`config.mk`:
```
export PLATFORM = sky130hd
export DESIGN_NAME = instr_mem_loadable
export DESIGN_NICKNAME = d
export VERILOG_FILES = /design/src/rtl/mips_imem_pkg.sv /design/src/rtl/imem_word_ram.sv /design/src/rtl/instr_mem_loadable.sv
export SDC_FILE = /design/constraint.sdc
export NUM_CORES = 1
export LEC_CHECK = 0
export ABC_AREA = 0
export BUFFER_PORTS_ARGS = -buffer_cell sky130_fd_sc_hd__buf_2
export CAP_MARGIN = 20
export CORE_MARGIN = 2
export CORE_UTILIZATION = 50
export DETAILED_ROUTE_END_ITERATION = 7
export HOLD_SLACK_MARGIN = 0.05
export PLACE_DENSITY = 0.66
export SLEW_MARGIN = 20
export SYNTH_ARGS = -nofsm -noshare
export SYNTH_HDL_FRONTEND = slang
export SYNTH_SLANG_ARGS = --single-unit
```
`constraint.sdc`:
```
create_clock -name clk -period 4.9 [get_ports clk]
set_clock_uncertainty 0.1 [all_clocks]
set_input_delay 0.98 -clock clk [delete_from_list [all_inputs] [get_ports clk]]
set_output_delay 0.98 -clock clk [all_outputs]
set_load 0.1 [all_outputs]
```
`src/rtl/mips_imem_pkg.sv`:
```
// rtl/mips_imem_pkg.sv - shared types, constants and address helpers for the loadable instruction memory
package mips_imem_pkg;

   typedef enum logic [1:0] {
      ST_IDLE = 2'd0,
      ST_LOAD = 2'd1,
      ST_RUN  = 2'd2
   } imem_state_e;

   localparam logic [31:0] IMEM_NOP_WORD   = 32'h0000_0000;
   localparam int          IMEM_ADDR_MAX_W = 64;
   localparam int          IMEM_IDX_W      = IMEM_ADDR_MAX_W - 2;

   function automatic logic [IMEM_IDX_W-1:0] word_index(input logic [IMEM_ADDR_MAX_W-1:0] addr);
      return IMEM_IDX_W'(addr >> 2);
   endfunction

   function automatic logic is_aligned(input logic [IMEM_ADDR_MAX_W-1:0] addr);
      return (addr & 64'h3) == 64'h0;
   endfunction

endpackage

```
`src/rtl/imem_word_ram.sv`:
```
// rtl/imem_word_ram.sv - synchronous-write, synchronous-read word array, contents not reset
module imem_word_ram #(
   parameter int DEPTH_WORDS = 20,
   parameter int AW          = 5
) (
   input  logic          clk,
   input  logic          we,
   input  logic [AW-1:0] waddr,
   input  logic [31:0]   wdata,
   input  logic          re,
   input  logic [AW-1:0] raddr,
   output logic [31:0]   rdata
);

   logic [31:0] mem [DEPTH_WORDS];

   // rdata only moves on a read, so the last fetched word is held between requests
   always_ff @(posedge clk) begin
      if (we) begin
         mem[waddr] <= wdata;
      end
      if (re) begin
         rdata <= mem[raddr];
      end
   end

endmodule

```
`src/rtl/instr_mem_loadable.sv`:
```
// rtl/instr_mem_loadable.sv - run-time loadable instruction memory with registered, fault-checked fetch
module instr_mem_loadable
   import mips_imem_pkg::*;
#(
   parameter int          DEPTH_WORDS = 20,
   parameter int          ADDR_W      = 32,
   parameter int          CNT_W       = $clog2(DEPTH_WORDS) + 1,
   parameter logic [31:0] NOP_WORD    = IMEM_NOP_WORD
) (
   input  logic              clk,
   input  logic              rst_n,
   input  logic              load_start,
   input  logic [CNT_W-1:0]  load_len,
   input  logic              load_valid,
   input  logic [31:0]       load_data,
   output logic              load_ready,
   output logic              load_done,
   output logic              running,
   input  logic              fetch_req,
   input  logic [ADDR_W-1:0] fetch_addr,
   output logic [31:0]       instruction,
   output logic              instr_valid,
   output logic              addr_fault
);

   localparam int RAM_AW = (DEPTH_WORDS > 1) ? $clog2(DEPTH_WORDS) : 1;

   imem_state_e            state_q, state_d;
   logic [CNT_W-1:0]       len_q;
   logic [CNT_W-1:0]       ptr_q;
   logic [DEPTH_WORDS-1:0] written_q;
   logic                   load_done_q, done_d;
   logic                   instr_valid_q;
   logic                   addr_fault_q;
   logic                   resp_ram_q;

   logic [IMEM_ADDR_MAX_W-1:0] addr_ext;
   logic [IMEM_IDX_W-1:0]      idx;
   logic [RAM_AW-1:0]          raddr;
   logic                       fault;
   logic                       accept;
   logic                       last_word;
   logic                       fetch_go;
   logic [CNT_W-1:0]           len_clamped;
   logic [31:0]                ram_rdata;

   assign addr_ext = IMEM_ADDR_MAX_W'(fetch_addr);
   assign idx      = word_index(addr_ext);
   assign raddr    = idx[RAM_AW-1:0];
   assign fault    = !is_aligned(addr_ext) || (idx >= IMEM_IDX_W'(DEPTH_WORDS));

   assign len_clamped = (load_len > CNT_W'(DEPTH_WORDS)) ? CNT_W'(DEPTH_WORDS) : load_len;

   assign load_ready = (state_q == ST_LOAD) && (len_q != '0);
   // A restart in the same cycle as a handshake discards that word
   assign accept     = load_ready && load_valid && !load_start;
   assign last_word  = accept && ((ptr_q + CNT_W'(1)) == len_q);
   assign fetch_go   = (state_q == ST_RUN) && fetch_req && !load_start;

   always_comb begin
      state_d = state_q;
      done_d  = 1'b0;
      case (state_q)
         ST_IDLE: begin
            if (load_start) state_d = ST_LOAD;
         end
         ST_LOAD: begin
            if (load_start) begin
               state_d = ST_LOAD;
            end else if (len_q == '0 || last_word) begin
               state_d = ST_RUN;
               done_d  = 1'b1;
            end
         end
         ST_RUN: begin
            if (load_start) state_d = ST_LOAD;
         end
         default: state_d = ST_IDLE;
      endcase
   end

   always_ff @(posedge clk or negedge rst_n) begin
      if (!rst_n) begin
         state_q       <= ST_IDLE;
         len_q         <= '0;
         ptr_q         <= '0;
         written_q     <= '0;
         load_done_q   <= 1'b0;
         instr_valid_q <= 1'b0;
         addr_fault_q  <= 1'b0;
         resp_ram_q    <= 1'b0;
      end else begin
         state_q       <= state_d;
         load_done_q   <= done_d;
         instr_valid_q <= fetch_go;
         if (load_start) begin
            len_q     <= len_clamped;
            ptr_q     <= '0;
            written_q <= '0;
         end else if (accept) begin
            ptr_q                         <= ptr_q + CNT_W'(1);
            written_q[ptr_q[RAM_AW-1:0]]  <= 1'b1;
         end
         // Unwritten or faulted locations read as NOP instead of stale array data
         if (fetch_go) begin
            addr_fault_q <= fault;
            resp_ram_q   <= !fault && written_q[raddr];
         end
      end
   end

   imem_word_ram #(
      .DEPTH_WORDS (DEPTH_WORDS),
      .AW          (RAM_AW)
   ) u_ram (
      .clk   (clk),
      .we    (accept),
      .waddr (ptr_q[RAM_AW-1:0]),
      .wdata (load_data),
      .re    (fetch_go && !fault),
      .raddr (raddr),
      .rdata (ram_rdata)
   );

   assign load_done   = load_done_q;
   assign running     = (state_q == ST_RUN);
   assign instr_valid = instr_valid_q;
   assign addr_fault  = addr_fault_q;
   assign instruction = resp_ram_q ? ram_rdata : NOP_WORD;

endmodule

```
* Word-level counts from Yosys, hierarchy flattened *
Memories as Yosys holds them, arrays and structs flattened. A register that Yosys moved wholly into a read port is not among the register bits.
Cells that the tools add are included.

word-level totals
  memory bits (writable) = 640
  ROM bits = 0
  latch bits = 0
  bits in registers = 38
  memories kept = 1
  bits of input ports = 75
  output and inout bits = 37
  word-level logic and storage cells = 61

cells by class
  divide/modulo/power cells = 0
  add/sub/neg operators = 1
  equality and inequality tests = 5
  reduce and logical (&&, ||, !) cells = 21
  multiply operators = 0
  $lt $le $gt $ge = 5
  bitwise logic cells = 1
  multiplexer cells = 19
  shifts and indexed selects = 0

memories
  name       depth  bits a word  read ports  clocked after memory_dff  write ports  line                 source
  u_ram.mem  20     32           1           1                         1            imem_word_ram.sv:15  logic [31:0] mem [DEPTH_WORDS];

operator list
  cell                                                                number
  zero test 64 bit                                                    1
  2-to-1 mux 20 bit                                                   2
  2-to-1 mux 32 bit                                                   1
  greater-or-equal comparator 30 x 5 -> 1 bit, second input constant  1
  bitwise OR 20 bit                                                   1
  2-to-1 mux 6 bit                                                    3
  less-than comparator 5 x 6 -> 1 bit, second input constant          2
  logical AND 1 bit                                                   9
  2-to-1 mux 1 bit                                                    7
  adder 6 x 1 -> 6 bit, second input constant                         1
  == test 6 bit                                                       1
  > comparator 6 x 5 -> 1 bit, second input constant                  1
  zero test 6 bit                                                     1
  2-to-1 mux 2 bit                                                    3
  nonzero test 6 bit                                                  1
  binary-select mux 1 bit (select 5 bit)                              1
  demux 1 bit (select 5 bit)                                          1
  greater-or-equal comparator 5 x 1 -> 1 bit, second input constant   1
  case mux 2 bit (2 select lines)                                     1
  zero test 1 bit                                                     3
  != test 3 x 2 -> 1 bit, second input constant                       1
  == test 2 x 1 -> 1 bit, second input constant                       1
  == test 2 bit, second input constant                                1
  zero test 2 bit                                                     1
  5 further kinds                                                     6

* Depth between registers and ports, before layout *
  depth after elaboration = 9
  depth in mapped cells = 8

* By module *
A second synthesis with hierarchy kept.

second synthesis, totals
  cells, all modules = 1,601
  area total of the unflattened synthesis = 28,001.9 um2

by module, submodules not included
  module              area an instance (um2)  instances  sequential area each (um2)  cells each
  imem_word_ram       25,779.7                1          20,179.4                    1,362
  instr_mem_loadable  2,222.1                 1          950.9                       239

* Worst setup path before layout *
No wires, ideal clock.

  path kind = input to register
  start = input load_start
  end = register resp_ram_q
  path buffers = 1
  slack = 0.316 ns
  cell stages on the path = 6
  arrival time = 4.388 ns
  required time = 4.704 ns
  cell sequence = clkbuf_1 > and4bb_2 > nand3_1 > nor3_1 > o311ai_1 > o22ai_1

on the way
  cells in the longest elaborated chain, start to end = 2

ends and longest elaborated chain
  item                    line                       source
  start: declaration      instr_mem_loadable.sv:12   input logic load_start,
  zero test 1 bit         instr_mem_loadable.sv:58   assign fetch_go = (state_q == ST_RUN) && fetch_req && !load_start;
  logical AND 1 bit       instr_mem_loadable.sv:58
  via fetch_go            instr_mem_loadable.sv:43   logic fetch_go;
  end signal: assignment  instr_mem_loadable.sv:107  resp_ram_q <= !fault && written_q[raddr];
  end: declaration        instr_mem_loadable.sv:35   logic resp_ram_q;

The timed path passes the listed nets, and every way through them passes these cells.
A chain may end at the register's enable or synchronous reset.

* Final worst setup path *
  start = register resp_ram_q
  end = output instruction[11]

on the way
  cells in the longest elaborated chain, start to end = 1

ends and longest elaborated chain
  item               line                       source
  2-to-1 mux 32 bit  instr_mem_loadable.sv:129  assign instruction = resp_ram_q ? ram_rdata : NOP_WORD;
  end: declaration   instr_mem_loadable.sv:21   output logic [31:0] instruction,

Every way passes these cells.

==> metrics.txt <==
hold buffer count at cts 0; Total GRT Usage 0.2085; crit share post-route 0.7475; CP arrival 2580 ps; worst min path class reg2reg; dominant cell type by area after synthesis edfxtp_1; Final ANT Viol Nets 0; top_reg_cell synth edfxtp_1; first-pass GRT wire length 86.81 mm; most common cell after layout, fill and taps aside edfxtp_1; fin crit period 3663 ps; clock sinks 710; Initial DRC Count 1202; crit path cell chain buf_4 > and2_1 > buf_2; synth warn 0; Critical path buffers and inverters 2; CP required 3820 ps; hold path cells 2; status completed; total grt overflow 0; RSZ-0062 raised after global routing false; Worst-Margin Slew 1115 ps; final setup fails 0; synth unique cells 46; Gate Count Post-Synth 1320; largest net degree at the start of global routing 48; CTS buffer count 71; Post-Syn Area per Cell 20.94 um^2; standard-cell rows 86; die area 0.05718 mm^2; number of synthesized flops with an enable pin 672; power per cell area 396.6 mW/mm^2; CP Class reg2out; crit start category register; ys async rst share 0.05352; Slew Limit Fails 0; via density per instance 5.897; vias in the first global route 13820; WHS 393.0 ps; Total Neg Setup Slack 0 ps; I/O Buffers 111; max_cap viols 0; Initial Utilization 0.5037; antenna violations before repair 4; post-DP HPWL 33.11 mm; core region area 0.05488 mm^2; Max clock buf depth 3; most frequent cells in the layout edfxtp_1, mux4_2, buf_2; Max transition margin 0.2567; Crit. path cell count 3; Yosys top cell area share 0.7300; crit-path max cell delay 1060 ps; Worst-Skew Late Latency 590 ps; post-synthesis sequential area ratio 0.7644; CTS H-tree lvls 3; slowest CP cell dfrtp_1; Area contributors post-synth edfxtp_1, mux4_2, dfrtp_1; syn nets 1399; Leak 0.01033 uW; cell family with most CP delay flip-flops; Placer Congestion 0.7515; Worst Path Max Fanout 22; Layout area overhead 13.76%; # fillers 3993; Chip Height 239.1 um; area of the mapped netlist 0.02764 mm^2; CTS tree built; DR vias 13170; routed wire length 57.46 mm; flop and latch count out of synthesis 710; Post-CTS Setup Inserts 0; drt wl/cell 25.73 um; Clk Tree Root Cell clkbuf_16; R2R depth 5; Max Clock Freq 273.0 MHz; DRC violations left 0; Die Width 239.1 um; IO Count 112; # nets final 1557; CP Capture Type output port; clk slew on worst S/H paths 60 ps; final hold vios 0; layout cells sized above 1 0.3320; count of cells resized by post-cts repair 0; drt pass-1 iters 5; Max rail drop VDD 0.2943 mV
[worst reg2reg max path: cells and delay by family, from the launching register on]
family / cells / cell delay, ps
compound gates: 1 / 550
flops: 1 / 400
buf+inv: 1 / 310
simple gates: 3 / 1640
[Yosys cell counts (6+ instances only)]
cell / n
buf_2: 14
clkbuf_1: 31
dfrtp_1: 38
edfxtp_1: 672
o22ai_1: 35
nand2b_1: 10
mux2_2: 66
buf_4: 11
nand2_1: 12
mux4_2: 165
buf_1: 6
a21oi_1: 56
inv_1: 42
buf_6: 8
nor2_1: 58
nand3_1: 7
nor4_1: 7
and2_1: 33
[layer usage]
| metal | GRT usage | wire length, um |
|---|---|---|
| met2 | 0.3457 | 28620 |
| met3 | 0.03614 | 3102 |
| met1 | 0.2871 | 24290 |
| met4 | 0.06117 | 1438 |
| met5 | 0 | 16 |
[path summary, 6_finish.rpt]
| kind | from | end | slack, ps |
|---|---|---|---|
| worst max-delay path | resp_ram_q | instruction[11] | 1240 |
| worst min-delay path | written_q[14] | written_q[14] | 390 |
| worst max register to register | state_q[1] | u_ram.mem[5][20] | 1600 |
| worst min register to register | written_q[14] | written_q[14] | 390 |
| max in group asynchronous | rst_n | resp_ram_q | 3740 |
| min in group asynchronous | rst_n | state_q[1] | 420 |
[logic make-up after synthesis]
logic type      share of synthesized area
compound gates                    0.02173
xor+xnor                         0.003168
fa+ha+maj                        0.001811
buf+inv                           0.01951
flops                              0.7644
mux                                0.1617
simple gates                      0.02766
[per-stage QoR]
stage,worst slack [ps],instance area (um^2),instances,power (uW),util
finish,1237,31440,2233,12470,0.5730
CTS,1147,31420,2230,12590,0.5725
detailed placement,1093,29270,2108,7523,0.5334
global placement,1097,29270,2108,7511,0.5334
global route,1125,31440,2233,12890,0.5730
floorplan,315.6,27640,1320,7271,-
[sequential cells by signal, indices dropped and copies added, names as in the netlist]
signal and flops:
addr_fault 1, instr_valid 1, len_q 6, load_done 1
ptr_q 6, resp_ram_q 1, state_q 2, u_ram.mem 640
u_ram.rdata 32, written_q 20
[power by group]
| group | internal [uW] | leakage, uW | switching (uW) | total, uW |
|---|---|---|---|---|
| clock | 2940 | 0.00106 | 2140 | 5090 |
| sequential | 6690 | 0.00656 | 23.1 | 6710 |
| combinational | 256 | 0.00272 | 416 | 672 |
| total | 9890 | 0.0103 | 2580 | 12500 |
[final cells by class]
cell class              count  area (um^2)  share of cell area
diodes                      2        5.005           0.0001592
repair buffers            155        992.2             0.03155
clock inverters            31        244.0            0.007759
clock buffers              91         1904             0.06056
multi-input cells         498         6130              0.1949
flip-flops and latches    710        21130              0.6720
well taps                 704        880.8             0.02801
inverters                  42        157.7            0.005014
No activity file was read; power rests on OpenSTA's default activity.
